==> config.mk <==
export PLATFORM = sky130hd
export DESIGN_NAME = change_dispenser
export DESIGN_NICKNAME = d
export VERILOG_FILES = /design/src/rtl/change_dispenser.sv
export SDC_FILE = /design/constraint.sdc
export NUM_CORES = 1
export LEC_CHECK = 0
export CORE_UTILIZATION = 51
export DETAILED_ROUTE_END_ITERATION = 10
export GPL_TIMING_DRIVEN = 0
export PLACE_DENSITY = 0.87
export SYNTH_ARGS = -nofsm -noshare
export SYNTH_HDL_FRONTEND = slang
export SYNTH_SLANG_ARGS = --single-unit
==> constraint.sdc <==
create_clock -name clk -period 2.1 [get_ports clk]
set_input_delay 0.42 -clock clk [delete_from_list [all_inputs] [get_ports clk]]
set_output_delay 0.42 -clock clk [all_outputs]
set_load 0.05 [all_outputs]
==> src/rtl/change_dispenser.sv <==
// Change dispenser: pays a rupee amount greedily from a two-tube hopper (Rs2 then Rs1)
// using a per-coin eject/ack handshake, tracking tube inventory and ack timeouts.
module change_dispenser #(
    parameter int unsigned AMT_W    = 4,
    parameter int unsigned CNT_W    = 6,
    parameter int unsigned INIT_TWO = 8,
    parameter int unsigned INIT_ONE = 8,
    parameter int unsigned TIMEOUT  = 16
) (
    input  logic             clk,
    input  logic             rst_n,
    input  logic             req_valid,
    input  logic [AMT_W-1:0] req_amount,
    output logic             req_ready,
    input  logic             refill,
    output logic             eject_2,
    output logic             eject_1,
    input  logic             eject_ack,
    output logic             done,
    output logic             short,
    output logic [AMT_W-1:0] shortfall,
    output logic             fault,
    output logic [CNT_W-1:0] cnt_two,
    output logic [CNT_W-1:0] cnt_one
);

    localparam int unsigned TMR_W = $clog2(TIMEOUT);

    typedef enum logic [2:0] {
        S_IDLE = 3'd0,
        S_SEL  = 3'd1,
        S_EJ2  = 3'd2,
        S_EJ1  = 3'd3,
        S_DONE = 3'd4
    } state_t;

    state_t           state, state_nxt;
    logic [AMT_W-1:0] remaining, remaining_nxt;
    logic [CNT_W-1:0] two_q, two_nxt;
    logic [CNT_W-1:0] one_q, one_nxt;
    logic [TMR_W-1:0] timer, timer_nxt;
    logic             fault_q, fault_nxt;

    // State register
    always_ff @(posedge clk or negedge rst_n) begin
        if (!rst_n) begin
            state <= S_IDLE;
        end else begin
            state <= state_nxt;
        end
    end

    // Datapath registers: amount still owed, tube inventory, ack timer, sticky fault
    always_ff @(posedge clk or negedge rst_n) begin
        if (!rst_n) begin
            remaining <= '0;
            two_q     <= CNT_W'(INIT_TWO);
            one_q     <= CNT_W'(INIT_ONE);
            timer     <= '0;
            fault_q   <= 1'b0;
        end else begin
            remaining <= remaining_nxt;
            two_q     <= two_nxt;
            one_q     <= one_nxt;
            timer     <= timer_nxt;
            fault_q   <= fault_nxt;
        end
    end

    // Next-state and datapath update
    always_comb begin
        state_nxt     = state;
        remaining_nxt = remaining;
        two_nxt       = two_q;
        one_nxt       = one_q;
        timer_nxt     = timer;
        fault_nxt     = fault_q;

        case (state)
            S_IDLE: begin
                if (refill) begin
                    two_nxt = CNT_W'(INIT_TWO);
                    one_nxt = CNT_W'(INIT_ONE);
                end
                if (req_valid) begin
                    remaining_nxt = req_amount;
                    state_nxt     = S_SEL;
                end
            end
            S_SEL: begin
                timer_nxt = '0;
                // Greedy pick; nonzero-count checks keep the tubes from underflowing
                if (remaining == '0) begin
                    state_nxt = S_DONE;
                end else if (remaining >= AMT_W'(2) && two_q != '0) begin
                    state_nxt = S_EJ2;
                end else if (one_q != '0) begin
                    state_nxt = S_EJ1;
                end else begin
                    state_nxt = S_DONE;
                end
            end
            S_EJ2, S_EJ1: begin
                if (eject_ack) begin
                    if (state == S_EJ2) begin
                        remaining_nxt = remaining - AMT_W'(2);
                        two_nxt       = two_q - CNT_W'(1);
                    end else begin
                        remaining_nxt = remaining - AMT_W'(1);
                        one_nxt       = one_q - CNT_W'(1);
                    end
                    state_nxt = S_SEL;
                end else if (timer == TMR_W'(TIMEOUT - 1)) begin
                    fault_nxt = 1'b1;
                    state_nxt = S_DONE;
                end else begin
                    timer_nxt = timer + TMR_W'(1);
                end
            end
            S_DONE: begin
                state_nxt = S_IDLE;
            end
            default: begin
                state_nxt = S_IDLE;
            end
        endcase
    end

    // Moore decodes of registered state
    assign req_ready = (state == S_IDLE);
    assign eject_2   = (state == S_EJ2);
    assign eject_1   = (state == S_EJ1);
    assign done      = (state == S_DONE);
    assign short     = (state == S_DONE) && (remaining != '0);
    assign shortfall = (state == S_DONE) ? remaining : '0;
    assign fault     = fault_q;
    assign cnt_two   = two_q;
    assign cnt_one   = one_q;

endmodule
==> flow_summary.yaml <==
status:
  violations: "DRC"
  status: "finished, violations left"
timing:
  fin_ws_ns: 0.06044
  slew_violations: 0
  whs_ns: 0.4799
  slew_headroom: 0.2723
  finalSetupViolCount: 0
  tns_ns: 0
  period_minus_slack_ns: 2.040
  fmax_ghz: 0.4903
  period_share: 0.9712
  finalHoldViolCount: 0
  tightest_slew_ns: 1.088
  clock_skew_ns: 0.001934
clock_network:
  cts-root-buf: "clkbuf_4"
  cts_tree: "built"
  cts_buffers: 3
  clock_latency_ns: 0.32
  cts_sinks: 24
  clkTransAtPathRegs_ns: 0.13
  htreeDepth: 1
  cts_hold_buffers: 0
  clockBufferDepth: 2
yosys:
  synth_top_area_frac: 0.3467
  ys_warn_count: 0
  synthArstFlopShare: 1.000
  synth_fp_nets: 195
  yosysSeqAreaShare: 0.3798
  synth_area_leaders: "dfrtp_1, ha_1, nand2_1"
  syn-cell-area_um2: 1588
  ys_ff_latch: 24
  ys_types: 42
  synth_ff_type: "dfrtp_1"
  synthCells: 176
  synth_edf_count: 0
  postSynthAreaPerCell_um2: 9.021
  synth_top_cell_by_area: "dfrtp_1"
worst_setup_path:
  cp_max_fo: 10
  critical_path_class: "register to output pin"
  slowest_stage: "dfrtp_1"
  crit_chain: "buf_6 > clkbuf_4 > and2_2 > and2_2 > buf_4"
  ff2ff_path_depth: 6
  end_kind: "output pin"
  critPathArrivalTime_ns: 1.62
  cp-start-kind: "register"
  required_ns: 1.68
  crit_top_cell: "and2_2"
  slowest_delay_ns: 0.43
drt:
  drc: 1
  dr.pass1.iters: 7
  detail-route-antenna-nets: 0
  vias: 1429
  wl_per_cell_um: 15.66
  drt_first_iter_violations: 65
  wirelength_um: 3853
  viasPerCell: 5.809
floorplan:
  die_w_um: 57.80
  die_area_um2: 3340
  initial_core_util: 0.5566
  io_pins: 31
  core_um2: 2853
  fp.dieH_um: 57.80
  std_cell_rows: 19
place:
  dpl.hpwl_um: 2918
  place_ws_ns: -0.4568
  routabilityCongestion: 0.8382
  port_buffers: 30
layout:
  antenna_cells: 0
  drive_above_1_share: 0.2093
  num-nets-final: 235
  syn_to_final_growth_pct: 26.56
  postLayoutCoreUtil: 0.7044
global_routing:
  grt_pass1_vias: 1414
  grt.total_usage: 0.2485
  grt_pass1_wl_um: 6458
  grt_max_degree: 25
  antenna_found_initial: 0
  gr-total-overflow: 0
hold_path:
  whs_path_depth: 1
  holdCritPathClass: "register to register"
power:
  power.density_nw_per_um2: 1536
  peakVddDrop_uv: 1024
  p_leak_nw: 0.9313
  p_total_w: 0.003086
job:
  maxCapViolations: 0
-- cell families after synthesis --
| logic type | Yosys count | share of synthesized area |
|---|---|---|
| muxes | 2 | 0.01340 |
| buffers and inverters | 16 | 0.04413 |
| AOI/OAI and AO/OA | 32 | 0.1663 |
| xor gates and xnor gates | 10 | 0.05516 |
| and+or+nand+nor | 82 | 0.2624 |
| adders and majority gates | 10 | 0.07880 |
| DFF | 24 | 0.3798 |
-- cells in the mapped netlist, drive strengths merged, types with 3 or more instances --
| library cell | number |
|---|---|
| xor2 | 6 |
| or2 | 4 |
| nor2 | 20 |
| a21oi | 9 |
| a2111oi | 3 |
| nand3 | 8 |
| xnor2 | 4 |
| inv | 10 |
| and3 | 5 |
| clkbuf | 3 |
| ha | 10 |
| dfrtp | 22 |
| or3b | 3 |
| nor3 | 3 |
| nand2 | 24 |
| and2 | 5 |
| o211ai | 3 |
| buf | 3 |
| o21ai | 6 |
-- path summary, 6_finish.rpt --
| check | from | endpoint | slack [ns] |
|---|---|---|---|
| worst min-delay path | fault$_DFFE_PN0P_ | fault$_DFFE_PN0P_ | 0.48 |
| worst max-delay path | state[2]$_DFFE_PN0P_ | short | 0.06 |
| worst min register to register | fault$_DFFE_PN0P_ | fault$_DFFE_PN0P_ | 0.48 |
| min in group asynchronous | rst_n | timer[2]$_DFFE_PN0P_ | 0.67 |
| worst max register to register | remaining[0]$_DFFE_PN0P_ | state[0]$_DFFE_PN0P_ | 0.33 |
| max in group asynchronous | rst_n | state[1]$_DFFE_PN0P_ | 0.71 |
-- per-stage QoR --
| stage | instances | area [um2] |
|---|---|---|
| 2_1_floorplan | 176 | 1600 |
| 6_report | 246 | 2009 |
| 4_1_cts | 241 | 1956 |
| 3_5_place_dp | 237 | 1939 |
| 5_1_grt | 246 | 2009 |
| 3_3_place_gp | 237 | 1939 |
-- metal layers --
| metal | track usage | wire length (um) | share of wire |
|---|---|---|---|
| met1 | 0.3109 | 1633 | 0.42 |
| met2 | 0.4352 | 1988 | 0.52 |
| met3 | 0.05580 | 207 | 0.054 |
| met4 | 0.06463 | 24 | 0.0062 |
| met5 | 0 | 0 | 0 |
-- worst max-delay path: cells and delay by family, from the launching register on --
kind	cells	cell delay (ns)
flops	1	0.43
simple gates	2	0.34
buf+inv	3	0.52
-- area by class of cell --
cell class	count	area (um2)
clock buffer	4	36.28
inverter	10	37.54
multi-input combinational	136	942.2
sequential	24	604.3
fill	216	843.3
buffer	6	46.29
tap	31	38.79
timing repair buffer	35	304.0
-- cell usage in the layout, fill, tap and decap left out, drive strengths merged, types with 2 or more instances in the layout --
| master | n |
|---|---|
| clkbuf | 8 |
| dfstp | 2 |
| ha | 10 |
| a21oi | 9 |
| nor2 | 20 |
| or3b | 3 |
| a21o | 2 |
| and3 | 5 |
| nand3 | 8 |
| nand2 | 24 |
| buf | 15 |
| a2111oi | 3 |
| nor2b | 2 |
| a31oi | 2 |
| dlygate4sd2 | 2 |
| xnor2 | 4 |
| clkdlybuf4s50 | 18 |
| o22ai | 2 |
| o21ai | 6 |
| or2 | 4 |
| o211ai | 3 |
| and2 | 5 |
| nor3b | 2 |
| inv | 10 |
| nand4 | 2 |
| nor3 | 3 |
| xor2 | 6 |
| dfrtp | 22 |
-- flip-flops by register name (all words and copies together), names as in the netlist --
register   count
timer          4
remaining      4
cnt_one        6
state          3
fault          1
cnt_two        6
-- timing repair --
item / 4_1_cts / 5_1_grt
pin swaps: 0 / 0
gates resized for setup: 50 / 12
setup buffers: 0 / 5
setup endpoints to repair: 11 / 10
-- where the power goes --
group	total (W)	switching [W]	leakage [nW]	internal [W]
sequential	0.000846	0.000197	0.301	0.000649
combinational	0.00199	0.00125	0.610	0.000741
clock	0.000247	0.000141	0.0210	0.000106
Power figures use the tool's default switching activity.
